## src/rtl/tc_pkg.sv

```systemverilog
// Shared definitions for the bridge-mapped down-counting timer.
// State encoding, register word indices, CTRL bit positions and mode codes.
package tc_pkg;

    typedef enum logic [1:0] {
        IDLE,
        LOAD,
        CNT,
        INT
    } tc_state_e;

    localparam logic [1:0] IDX_CTRL   = 2'd0;
    localparam logic [1:0] IDX_PRESET = 2'd1;
    localparam logic [1:0] IDX_COUNT  = 2'd2;

    localparam int unsigned CTRL_EN      = 0;
    localparam int unsigned CTRL_MODE_LO = 1;
    localparam int unsigned CTRL_MODE_HI = 2;
    localparam int unsigned CTRL_IM      = 3;

    localparam logic [1:0] MODE_ONESHOT = 2'b00;
    localparam logic [1:0] MODE_AUTO    = 2'b01;

endpackage

```

## src/rtl/timer_counter.sv

```systemverilog
// Programmable 32-bit down-counting timer with one-shot and auto-reload modes.
// Drives a level interrupt (masked by CTRL.IM) towards the exception unit.
module timer_counter
    import tc_pkg::*;
(
    input  logic        clk,
    input  logic        reset,
    input  logic [31:0] addr,
    input  logic        we,
    input  logic [31:0] wdata,
    output logic [31:0] rdata,
    output logic        irq
);

    tc_state_e   state_q, state_d;
    logic [3:0]  ctrl_q, ctrl_d;
    logic [31:0] preset_q, preset_d;
    logic [31:0] count_q, count_d;
    logic        irq_flag_q, irq_flag_d;

    logic        en;
    logic [1:0]  mode;
    logic [1:0]  idx;
    logic        unused_addr;

    assign en          = ctrl_q[CTRL_EN];
    assign mode        = ctrl_q[CTRL_MODE_HI:CTRL_MODE_LO];
    assign idx         = addr[3:2];
    assign unused_addr = ^{addr[31:4], addr[1:0]};

    always_comb begin
        state_d    = state_q;
        ctrl_d     = ctrl_q;
        preset_d   = preset_q;
        count_d    = count_q;
        irq_flag_d = irq_flag_q;

        // FSM always acts on the pre-write CTRL value.
        case (state_q)
            IDLE: begin
                if (en) begin
                    state_d = LOAD;
                end
            end
            LOAD: begin
                count_d = preset_q;
                state_d = CNT;
            end
            CNT: begin
                if (!en) begin
                    state_d = IDLE;
                end else if (count_q > 32'd1) begin
                    count_d = count_q - 32'd1;
                end else begin
                    count_d    = '0;
                    irq_flag_d = 1'b1;
                    state_d    = INT;
                end
            end
            INT: begin
                if (mode == MODE_AUTO) begin
                    irq_flag_d = 1'b0;
                    state_d    = LOAD;
                end else begin
                    ctrl_d[CTRL_EN] = 1'b0;
                    state_d         = IDLE;
                end
            end
            default: state_d = IDLE;
        endcase

        // Bus writes override the FSM's CTRL/flag updates in the same cycle.
        if (we) begin
            case (idx)
                IDX_CTRL: begin
                    ctrl_d     = wdata[3:0];
                    irq_flag_d = 1'b0;
                end
                IDX_PRESET: preset_d = wdata;
                default: ;
            endcase
        end
    end

    always_ff @(posedge clk) begin
        if (reset) begin
            state_q    <= IDLE;
            ctrl_q     <= '0;
            preset_q   <= '0;
            count_q    <= '0;
            irq_flag_q <= 1'b0;
        end else begin
            state_q    <= state_d;
            ctrl_q     <= ctrl_d;
            preset_q   <= preset_d;
            count_q    <= count_d;
            irq_flag_q <= irq_flag_d;
        end
    end

    always_comb begin
        rdata = '0;
        case (idx)
            IDX_CTRL:   rdata = {28'd0, ctrl_q};
            IDX_PRESET: rdata = preset_q;
            IDX_COUNT:  rdata = count_q;
            default:    rdata = '0;
        endcase
    end

    assign irq = ctrl_q[CTRL_IM] & irq_flag_q;

endmodule

```

## config.mk

```make
export PLATFORM = sky130hd
export DESIGN_NAME = timer_counter
export DESIGN_NICKNAME = d
export VERILOG_FILES = /design/src/rtl/tc_pkg.sv /design/src/rtl/timer_counter.sv
export SDC_FILE = /design/constraint.sdc
export NUM_CORES = 1
export LEC_CHECK = 0
export CAP_MARGIN = 5
export CELL_PAD_IN_SITES_DETAIL_PLACEMENT = 0
export CELL_PAD_IN_SITES_GLOBAL_PLACEMENT = 1
export CORE_MARGIN = 4
export CORE_UTILIZATION = 36
export CTS_BUF_LIST = sky130_fd_sc_hd__clkbuf_4 sky130_fd_sc_hd__clkbuf_8
export DETAILED_ROUTE_END_ITERATION = 6
export GPL_ROUTABILITY_DRIVEN = 0
export PLACE_DENSITY = 0.81
export SYNTH_ARGS = -nofsm -noshare
export SYNTH_HDL_FRONTEND = slang
export SYNTH_SLANG_ARGS = --single-unit
```

## constraint.sdc

```tcl
create_clock -name clk -period 2.4 [get_ports clk]
set_input_delay 0.48 -clock clk [delete_from_list [all_inputs] [get_ports clk]]
set_output_delay 0.48 -clock clk [all_outputs]
set_load 0.005 [all_outputs]
```

==> impl_metrics.yaml <==
setup_path:
  critical_path_arrival_ps: 1980
  path_class: "in -> out"
  end_kind: "primary output"
  crit_path_max_incr_delay_ps: 500
  cp_cell_sequence: "dlygate4sd2_1 -> buf_4 -> nor2b_4 -> buf_4 -> buf_16 -> a22o_1 -> clkdlybuf4s50_1"
  cp_max_fo: 14
  critical_path.top_delay_family: "buffers and inverters"
  critical_path_buf_inv_count: 5
  cp.required_ps: 1920
  start_kind: "input port"
  crit_top_cell: "buf_4"
  slowest_stage: "clkdlybuf4s50_1"
logic_synthesis:
  synth_common_cells: "107 x nand2_1, 71 x dfxtp_1, 60 x a21oi_1"
  synth_nets: 621
  yosysMostFrequentCell: "nand2_1"
  syn-cell-area_um2: 4080
  synth_edf_count: 0
  postSynthAreaPerCell_um2: 7.40
  synth_top_area_cell: "dfxtp_1"
  ys_async_sr_fraction_pct: 0
  yosys_register_bits: 71
  synth_top_area_share_pct: 34.8
  ys_seq_area_share_pct: 34.8
  netlist_instances: 552
  synthDistinctLibCells: 58
  synth-main-ff-cell: "dfxtp_1"
  synth.area.top_cells: "dfxtp_1 35%, nand2_1 9.8%, a21oi_1 7.4%"
  yosys_warnings: 0
power:
  peakVddDrop_uv: 264
  total_power_mw: 3.03
  cellPowerDensity_nw_per_um2: 555
  leakagePower_nw: 2.10
route:
  drt-total-wl_mm: 14.2
  wl_per_cell_um: 18.3
  ant_nets: 0
  vias: 4517
  viasPerCell: 5.82
  drt-initial-drc-count: 339
  drc: 0
  dr.pass1.iters: 5
sta:
  layout_setup_ws_ps: -55.3
  finalSetupViolCount: 20
  period_share_pct: 102
  worst_pin_slew_ps: 775
  report.final.hold_viol_count: 0
  rsz0062_at_grt: "true"
  fin_tns_setup_ps: -815
  fmax_mhz: 407
  slew_headroom_pct: 48.4
  period_needed_ps: 2460
  finClkSkew_ps: 15.6
  final-max-slew-violation-count: 0
  whs_ps: 477
clock_tree:
  cts.sinks: 71
  clockBufferDepth: 2
  clkLatencyLatePin_ps: 360
  cts_buffers: 9
  clk_pin_slew_ps: 80
  cts_root_buf: "clkbuf_8"
  cts_tree: "done"
  htree_levels: 3
layout:
  fin_util_pct: 49.7
  nets: 700
  design_area_um2: 5460
  drive_gt1_share_pct: 12.7
  area_growth_pct: 33.8
  n_antenna_cell: 0
floorplanning:
  ios: 100
  dieArea_um2: 13100
  placement_rows: 38
  initial_core_util_pct: 37.2
  die_w_um: 114
  core_area_um2: 11000
  fp.dieH_um: 114
run_status:
  violations: "negative setup slack"
  outcome: "complete, but fails checks"
global_routing:
  grt_usage_pct: 21.6
  grt_pass1_vias: 4343
  overflow: 0
  grt_antenna_before_repair: 0
  grt_pass1_wl_mm: 22.6
  grt_max_degree: 66
hold_path:
  hold_class: "reg -> reg"
placement:
  io_buffers: 69
  dp.final_hpwl_mm: 9.32
  post_dp_cell_area_um2: 5060
run:
  cap_violations: 0
## worst min-delay path, delay by kind of cell, from the launching register on
kind | cells | cell delay, ps
flops | 1 | 330
compound gates | 1 | 50
simple gates | 1 | 60
## metal layers
| metal | vias up | global-route usage [%] | share of wire (%) |
|---|---|---|---|
| met5 | - | 0 | 0 |
| met4 | 0 | 7.60 | 1.9 |
| met3 | 22 | 3.22 | 5.9 |
| met2 | 155 | 34.6 | 46 |
| met1 | 2174 | 29.5 | 46 |
| li1 | 2166 | - | - |
## placed cells by master, fill, tap and decap left out, drive strengths merged, types with 17 or more instances in the layout
| cell type | synthesis | layout |
|---|---|---|
| nand2 | 107 | 107 |
| dfxtp | 71 | 71 |
| a21oi | 61 | 61 |
| clkdlybuf4s50 | 0 | 58 |
| o21ai | 46 | 46 |
| buf | 6 | 46 |
| nor2 | 34 | 34 |
| a22o | 28 | 28 |
| a211oi | 17 | 17 |
| nor3 | 17 | 17 |
| nor4 | 17 | 17 |
## cell type report
| cell class | instances | area (um2) |
|---|---|---|
| tap | 140 | 175 |
| fill | 1101 | 5520 |
| clock inverter | 5 | 86.3 |
| multi-input combinational | 422 | 2430 |
| sequential | 71 | 1420 |
| clock buffer | 11 | 151 |
| inverter | 12 | 45.0 |
| timing repair buffer | 115 | 1150 |
## per-stage QoR
step	std cells	setup WS (ps)
2_1_floorplan	552	265
3_3_place_gp	750	-188
3_5_place_dp	750	-202
4_1_cts	771	-56.8
5_1_grt	776	-106
6_report	776	-55.3
## sequential cells by signal (all words and copies together), names as in the netlist
signal,cells
count_q,32
ctrl_q,4
irq_flag_q,1
preset_q,32
state_q,2
## worst paths after layout
| kind | start | cells past startpoint | end | slack (ps) |
|---|---|---|---|---|
| worst min-delay path | preset_q[6]$_SDFFE_PP0P_ | 2 | preset_q[6]$_SDFFE_PP0P_ | 480 |
| worst max-delay path | addr[2] | 7 | rdata[26] | -60 |
| worst max register to register | count_q[1]$_SDFFE_PP0P_ | 6 | count_q[30]$_SDFFE_PP0P_ | 190 |
| worst min register to register | preset_q[6]$_SDFFE_PP0P_ | 2 | preset_q[6]$_SDFFE_PP0P_ | 480 |
## kinds of logic (layout without fill, tap and decap cells)
family,after synthesis,in the layout,synth area share (%)
AOI/OAI and AO/OA,184,184,28.9
xor gates and xnor gates,2,2,0.429
adders and majority gates,2,2,0.613
buffers and inverters,59,143,5.98
DFF,71,71,34.8
muxes,9,9,2.24
and+or+nand+nor,225,225,27.0
## power breakdown
part           internal (mW)  switching, mW
registers               1.21         0.0481
logic                  0.282          0.325
clock network          0.654          0.512
## timing repair
action,CTS,global route
gates cloned,3,1
setup buffers,2,4
hold buffers,0,0
endpoints found under the setup margin,32,26
pin swaps,0,2
gates resized for setup,13,3
Power figures use the tool's default switching activity.
